===== src/rtl/ariane_pkg.sv =====
// ariane_pkg: shared types for the commit trace path.
//   scoreboard_entry_t - the subset of a commit-port entry the tracer records
//   exception_t        - exception taken at commit
//   commit_trace_t     - one record streamed to the debug/trace sink
//   sat_add_drop       - saturating add used by the drop counter
package ariane_pkg;
  localparam int unsigned XLEN         = 64;
  localparam int unsigned VLEN         = 64;
  localparam int unsigned TRACE_DROP_W = 16;

  typedef struct packed {
    logic [VLEN-1:0] pc;
    logic [4:0]      rd;
    logic [XLEN-1:0] result;
  } scoreboard_entry_t;

  typedef struct packed {
    logic [XLEN-1:0] cause;
    logic [XLEN-1:0] tval;
    logic            valid;
  } exception_t;

  typedef struct packed {
    logic [VLEN-1:0] pc;
    logic [4:0]      rd;
    logic [XLEN-1:0] result;
    logic [31:0]     seq;
    logic            is_exc;
    logic [XLEN-1:0] cause;
    logic [XLEN-1:0] tval;
  } commit_trace_t;

  function automatic logic [TRACE_DROP_W-1:0] sat_add_drop(
    input logic [TRACE_DROP_W-1:0] a,
    input logic [TRACE_DROP_W-1:0] b
  );
    logic [TRACE_DROP_W:0] s;
    s = {1'b0, a} + {1'b0, b};
    return s[TRACE_DROP_W] ? '1 : s[TRACE_DROP_W-1:0];
  endfunction
endpackage


===== src/rtl/commit_trace_fifo.sv =====
// commit_trace_fifo: multi-write (0..NR_W per cycle) / single-read FIFO.
//   clk_i, rst_i  clock, async active-high reset
//   flush_i       synchronous empty; overrides writes and pop
//   wr_cnt_i      number of records written this cycle (caller checks space)
//   wr_data_i     records, slot 0 written first
//   pop_i         sink handshake; ignored when empty
//   rd_data_o     head record, read combinationally at rd_ptr
//   count_o       occupancy (DEPTH means full)
module commit_trace_fifo import ariane_pkg::*; #(
  parameter int unsigned DEPTH = 8,
  parameter int unsigned NR_W  = 2,
  localparam int unsigned AW   = $clog2(DEPTH),
  localparam int unsigned CW   = $clog2(NR_W + 1)
) (
  input  logic                     clk_i,
  input  logic                     rst_i,
  input  logic                     flush_i,
  input  logic [CW-1:0]            wr_cnt_i,
  input  commit_trace_t [NR_W-1:0] wr_data_i,
  input  logic                     pop_i,
  output commit_trace_t            rd_data_o,
  output logic [AW:0]              count_o
);
  commit_trace_t mem_q [DEPTH];
  logic [AW-1:0] wr_ptr_q, wr_ptr_d, rd_ptr_q, rd_ptr_d;
  logic [AW:0]   cnt_q, cnt_d;
  logic          do_pop;

  assign do_pop = pop_i && (cnt_q != '0);

  always_comb begin
    wr_ptr_d = wr_ptr_q + AW'(wr_cnt_i);
    rd_ptr_d = rd_ptr_q + AW'(do_pop);
    cnt_d    = cnt_q + (AW+1)'(wr_cnt_i) - (AW+1)'(do_pop);
    if (flush_i) begin
      wr_ptr_d = '0;
      rd_ptr_d = '0;
      cnt_d    = '0;
    end
  end

  always_ff @(posedge clk_i or posedge rst_i) begin
    if (rst_i) begin
      wr_ptr_q <= '0;
      rd_ptr_q <= '0;
      cnt_q    <= '0;
    end else begin
      wr_ptr_q <= wr_ptr_d;
      rd_ptr_q <= rd_ptr_d;
      cnt_q    <= cnt_d;
    end
  end

  // Storage needs no reset: the top masks the head record while empty.
  always_ff @(posedge clk_i) begin
    for (int i = 0; i < NR_W; i++) begin
      if (!flush_i && (CW'(i) < wr_cnt_i)) mem_q[wr_ptr_q + AW'(i)] <= wr_data_i[i];
    end
  end

  assign rd_data_o = mem_q[rd_ptr_q];
  assign count_o   = cnt_q;
endmodule


===== src/rtl/commit_trace_buffer.sv =====
// commit_trace_buffer: passive observer of the commit stage.
//   clk_i, rst_i          clock, async active-high reset
//   en_i                  trace enable; gates enqueue and drop counting
//   flush_i               empty the FIFO (counters keep their values)
//   clear_i               clear overflow_o / dropped_o
//   commit_instr_i/ack_i  commit ports (acks contiguous from port 0)
//   exception_i           exception taken at commit
//   trace_valid_o/ready_i record handshake to the sink, trace_o head record
//   instret_o             retired-instruction count
//   overflow_o, dropped_o sticky loss flag and saturating drop count
// Never back-pressures commit: a group that does not fit is dropped whole.
module commit_trace_buffer import ariane_pkg::*; #(
  parameter int unsigned NR_COMMIT_PORTS = 2,
  parameter int unsigned DEPTH           = 8
) (
  input  logic                                clk_i,
  input  logic                                rst_i,
  input  logic                                en_i,
  input  logic                                flush_i,
  input  logic                                clear_i,
  input  scoreboard_entry_t [NR_COMMIT_PORTS-1:0] commit_instr_i,
  input  logic [NR_COMMIT_PORTS-1:0]          commit_ack_i,
  input  exception_t                          exception_i,
  output logic                                trace_valid_o,
  input  logic                                trace_ready_i,
  output commit_trace_t                       trace_o,
  output logic [63:0]                         instret_o,
  output logic                                overflow_o,
  output logic [TRACE_DROP_W-1:0]             dropped_o
);
  localparam int unsigned AW = $clog2(DEPTH);
  localparam int unsigned CW = $clog2(NR_COMMIT_PORTS + 1);

  logic [CW-1:0]                       k, g, wr_cnt;
  commit_trace_t [NR_COMMIT_PORTS-1:0] grp;
  commit_trace_t                       head;
  logic [AW:0]                         fifo_cnt, free;
  logic                                want, fits, push, drop;
  logic [63:0]                         instret_q, instret_d;
  logic [TRACE_DROP_W-1:0]             dropped_q, dropped_d;
  logic                                overflow_q, overflow_d;

  // Group formation: an exception yields a single record and masks the acks.
  always_comb begin
    k   = '0;
    grp = '0;
    for (int i = 0; i < NR_COMMIT_PORTS; i++) begin
      k = k + CW'(commit_ack_i[i]);
      grp[i].pc     = commit_instr_i[i].pc;
      grp[i].rd     = commit_instr_i[i].rd;
      grp[i].result = commit_instr_i[i].result;
      grp[i].seq    = instret_q[31:0] + 32'(i);
    end
    g = k;
    if (exception_i.valid) begin
      grp[0]        = '0;
      grp[0].pc     = commit_instr_i[0].pc;
      grp[0].seq    = instret_q[31:0];
      grp[0].is_exc = 1'b1;
      grp[0].cause  = exception_i.cause;
      grp[0].tval   = exception_i.tval;
      g             = CW'(1);
    end
  end

  // Space is judged against the occupancy before this cycle's dequeue.
  assign free   = (AW+1)'(DEPTH) - fifo_cnt;
  assign fits   = (AW+1)'(g) <= free;
  assign want   = en_i && (g != '0) && !flush_i;
  assign push   = want && fits;
  assign drop   = want && !fits;
  assign wr_cnt = push ? g : '0;

  always_comb begin
    instret_d  = instret_q + (exception_i.valid ? 64'd0 : 64'(k));
    dropped_d  = clear_i ? '0 : dropped_q;
    overflow_d = clear_i ? 1'b0 : overflow_q;
    // A drop in the same cycle as clear_i still registers.
    if (drop) begin
      dropped_d  = sat_add_drop(dropped_d, TRACE_DROP_W'(g));
      overflow_d = 1'b1;
    end
  end

  always_ff @(posedge clk_i or posedge rst_i) begin
    if (rst_i) begin
      instret_q  <= '0;
      dropped_q  <= '0;
      overflow_q <= 1'b0;
    end else begin
      instret_q  <= instret_d;
      dropped_q  <= dropped_d;
      overflow_q <= overflow_d;
    end
  end

  commit_trace_fifo #(
    .DEPTH (DEPTH),
    .NR_W  (NR_COMMIT_PORTS)
  ) i_fifo (
    .clk_i     (clk_i),
    .rst_i     (rst_i),
    .flush_i   (flush_i),
    .wr_cnt_i  (wr_cnt),
    .wr_data_i (grp),
    .pop_i     (trace_ready_i),
    .rd_data_o (head),
    .count_o   (fifo_cnt)
  );

  assign trace_valid_o = (fifo_cnt != '0);
  assign trace_o       = trace_valid_o ? head : '0;
  assign instret_o     = instret_q;
  assign overflow_o    = overflow_q;
  assign dropped_o     = dropped_q;
endmodule


===== config.mk =====
export PLATFORM = sky130hd
export DESIGN_NAME = commit_trace_buffer
export DESIGN_NICKNAME = d
export VERILOG_FILES = /design/src/rtl/ariane_pkg.sv /design/src/rtl/commit_trace_fifo.sv /design/src/rtl/commit_trace_buffer.sv
export SDC_FILE = /design/constraint.sdc
export NUM_CORES = 2
export LEC_CHECK = 0
export CORE_AREA = 5 5 421 423
export CTS_CLUSTER_DIAMETER = 30
export CTS_CLUSTER_SIZE = 16
export DETAILED_ROUTE_END_ITERATION = 10
export DIE_AREA = 0 0 426 428
export PLACE_DENSITY = 0.85
export SYNTH_ARGS = -nofsm -noshare
export SYNTH_HDL_FRONTEND = slang
export SYNTH_SLANG_ARGS = --single-unit

===== constraint.sdc =====
create_clock -name clk_i -period 19 [get_ports clk_i]
set_clock_uncertainty 0.2 [all_clocks]
set_input_delay 3.8 -clock clk_i [delete_from_list [all_inputs] [get_ports clk_i]]
set_output_delay 3.8 -clock clk_i [all_outputs]
set_load 0.005 [all_outputs]

==> reports/results.ini <==
[worst_hold_path]
hp-class = flop to flop
holdPathStages = 1
hold-path-endpoint = i_fifo.mem_q[6][10]
min-delay-start = i_fifo.mem_q[6][10]

[power_and_ir_drop]
seqPwrFrac_pct = 33.5
netSwitchingPower_uw = 5590
peakVddDrop_uv = 147
pwr_density_cell_nw_per_um2 = 145
p_comb_share_pct = 23.3
swShare_pct = 28.8
clockPowerShare_pct = 43.3
p_int_uw = 13800
power_leakage_uw = 0.0447

[sta]
period_minus_slack_ns = 10.69
hold_slack_ns = 0.253
drv_slew = 0
worst_pin_slew_ns = 1.43
fin_setup_tns_ns = 0
slew_headroom_pct = 4.56
hold_viol = 0
fmax_ghz = 0.0935
rsz0062_at_grt = false
setup_violations = 0
final.period_utilization_pct = 56.3

[run]
cap_violations = 0

[floorplan]
die_w_um = 426
core_sq_um = 173000
fp.dieH_um = 428
start_util_pct = 63.5
ios = 779
fp-row-count = 153
die-area_sq_um = 182000

[routing]
wl_per_cell_um = 34.7
vias = 84600
wirelength_um = 387000
via_per_inst = 7.58
ant_nets = 0
drt_iter0_markers = 14000
route.detailed.drc = 0
dr.pass1.iters = 7

[synthesis]
synthCells = 8129
synth_nets = 8555
synth_edf_count = 1320
yosys.area.top_type_share_pct = 36.1
yosysWarnings = 0
ys_async_sr_fraction_pct = 3.72
synth_cell_types = 62
syn_area_sq_um = 110000
yosysMostFrequentCell = edfxtp_1
synthTopCellsByArea = edfxtp_1, dfxtp_1, mux4_2
synth-seq-area-share_pct = 56.9
avgSynthCellArea_sq_um = 13.5
yosys.area.top_type = edfxtp_1
synth_seq_cells = 2443
synth_common_cells = edfxtp_1, a22o_1, dfxtp_1, o2bb2ai_1, mux4_2
synth_ff_type = edfxtp_1

[placement]
io_buffers = 778
place_congestion = 0.873
hpwl_um = 191000
placedInstanceArea_sq_um = 118000
dp.cells = 10200

[clock_network]
clkLatencyLatePin_ns = 0.99
postCtsSetupBuffers = 0
cts.repair.resized = 0
cts.path.max_buffers = 4
cts_inserted_buffers = 461
tritoncts = yes
cts-root-buf = clkbuf_16
cts.hold.buffers_added = 0
htree_levels = 5
clk_pin_slew_ns = 0.05
cts.sinks = 2443

[setup_path]
cp.arrival_ns = 6.69
crit_fanout = 108
critical_path_required_ns = 15.00
r2r_slack_ns = 12.75
reg2regPathDepth = 11
end_kind = output port
critPathLaunchType = flop
timing.rr.start = i_fifo.count_o[0]
reg2reg_to = i_fifo.mem_q[7][18]
criticalPathCategory = flop to output port

[global_routing]
grt_usage_pct = 41.4
grt_pass1_vias = 87700
grt.overflow.total = 0
grt_max_degree = 163
grt_first_pass_wirelength_um = 570000
antenna_found_initial = 85

[status]
status = complete, no violations

[cells_and_area]
area_growth_pct = 21.5
design_area_sq_um = 134000
nets = 8803
stdcell_count = 11200
drive_gt1_share_pct = 17.3

power groups by stage:
stage | Clock (uW) | Combinational [uW] | Sequential, uW
3_3_place_gp | 0 | 4230 | 6500
3_5_place_dp | 0 | 4300 | 6530
4_1_cts | 8340 | 4400 | 6470
5_1_grt | 8640 | 4680 | 6520
2_1_floorplan | 0 | 2600 | 6380
6_report | 8380 | 4510 | 6480
per-layer routing:
layer | share of wire (%) | track usage (%) | vias to the layer above | wire length [um]
li1 | - | - | 33000 | -
met1 | 32 | 50.2 | 41200 | 124000
met2 | 45 | 61.4 | 8510 | 173000
met3 | 14 | 12.3 | 1903 | 53400
met4 | 9.4 | 34.1 | 14 | 36400
met5 | 0.030 | 0.106 | - | 117
layout make-up:
| cell class | count | area (sq um) |
|---|---|---|
| Sequential cell | 2443 | 62600 |
| Antenna cell | 77 | 193 |
| Clock buffer | 542 | 12300 |
| Clock inverter | 300 | 3600 |
| Fill cell | 9039 | 39500 |
| Tap cell | 2325 | 2910 |
| Timing Repair Buffer | 893 | 8880 |
| Inverter | 37 | 201 |
| Multi-Input combinational cell | 4541 | 43000 |
layout by cell type, fill, tap and decap left out, types with 16 or more instances in the layout:
master,count
edfxtp_1,1320
a22o_1,1080
dfxtp_1,1032
o2bb2ai_1,1024
clkdlybuf4s50_1,777
mux4_2,588
clkbuf_16,467
nand2_1,398
nor2_1,337
mux2i_1,295
o21ai_0,152
a21oi_1,101
a31oi_1,98
buf_4,96
dfrtp_1,88
nor2b_1,85
diode_2,77
clkinv_2,76
bufinv_16,68
xnor2_1,49
clkinvlp_4,47
clkbuf_1,46
xor2_1,40
nand3_1,37
clkinv_1,36
clkinv_4,33
nand4_1,32
clkbuf_8,30
inv_6,29
nor3_1,28
inv_1,26
nor4_1,21
ha_1,19
buf_12,18
a22oi_1,16
registers in the layout, summed over array words and instances, names as in the netlist:
name             cells
i_fifo.rd_ptr_q      3
instret_o           64
i_fifo.count_o       4
overflow_o           1
i_fifo.mem_q      2352
i_fifo.wr_ptr_q      3
dropped_o           16
logic make-up after synthesis:
kind of cell / count (synthesis) / share of synthesized area [%]
xor+xnor: 90 / 0.724
simple gates: 1030 / 4.15
fa+ha+maj: 23 / 0.289
mux: 884 / 14.7
compound gates: 2514 / 19.0
flops: 2443 / 56.9
buf+inv: 1145 / 4.16
how the worst max path moves through the flow:
stage / startpoint / end / slack (ns) / depth (start not counted)
floorplan: exception_i[0] / i_fifo.mem_q[2][129] / 8.11 / 14
global placement: commit_ack_i[0] / i_fifo.mem_q[6][207] / 8.68 / 12
detailed placement: commit_ack_i[0] / i_fifo.mem_q[6][207] / 8.60 / 12
CTS: i_fifo.rd_ptr_q[0] / trace_o[250] / 8.52 / 7
global route: i_fifo.rd_ptr_q[0] / trace_o[241] / 7.88 / 7
finish: i_fifo.rd_ptr_q[0] / trace_o[241] / 8.31 / 7
worst max-delay path: stages (launching register included):
cell and delay (ns):
dfrtp_4 0.98, buf_4 0.91, buf_12 0.66, buf_4 0.78, mux4_2 0.37, mux2i_1 0.09, nor2_1 1.00, clkdlybuf4s50_1 0.69
metrics by stage:
stage	utilization [%]	setup slack, ns	power (uW)
2_1_floorplan	-	8.11	8980
3_3_place_gp	67.9	8.68	10700
3_5_place_dp	67.9	8.60	10800
4_1_cts	77.1	8.52	19200
5_1_grt	77.2	7.88	19800
6_report	77.2	8.31	19400
No activity file was read; power rests on OpenSTA's default activity.
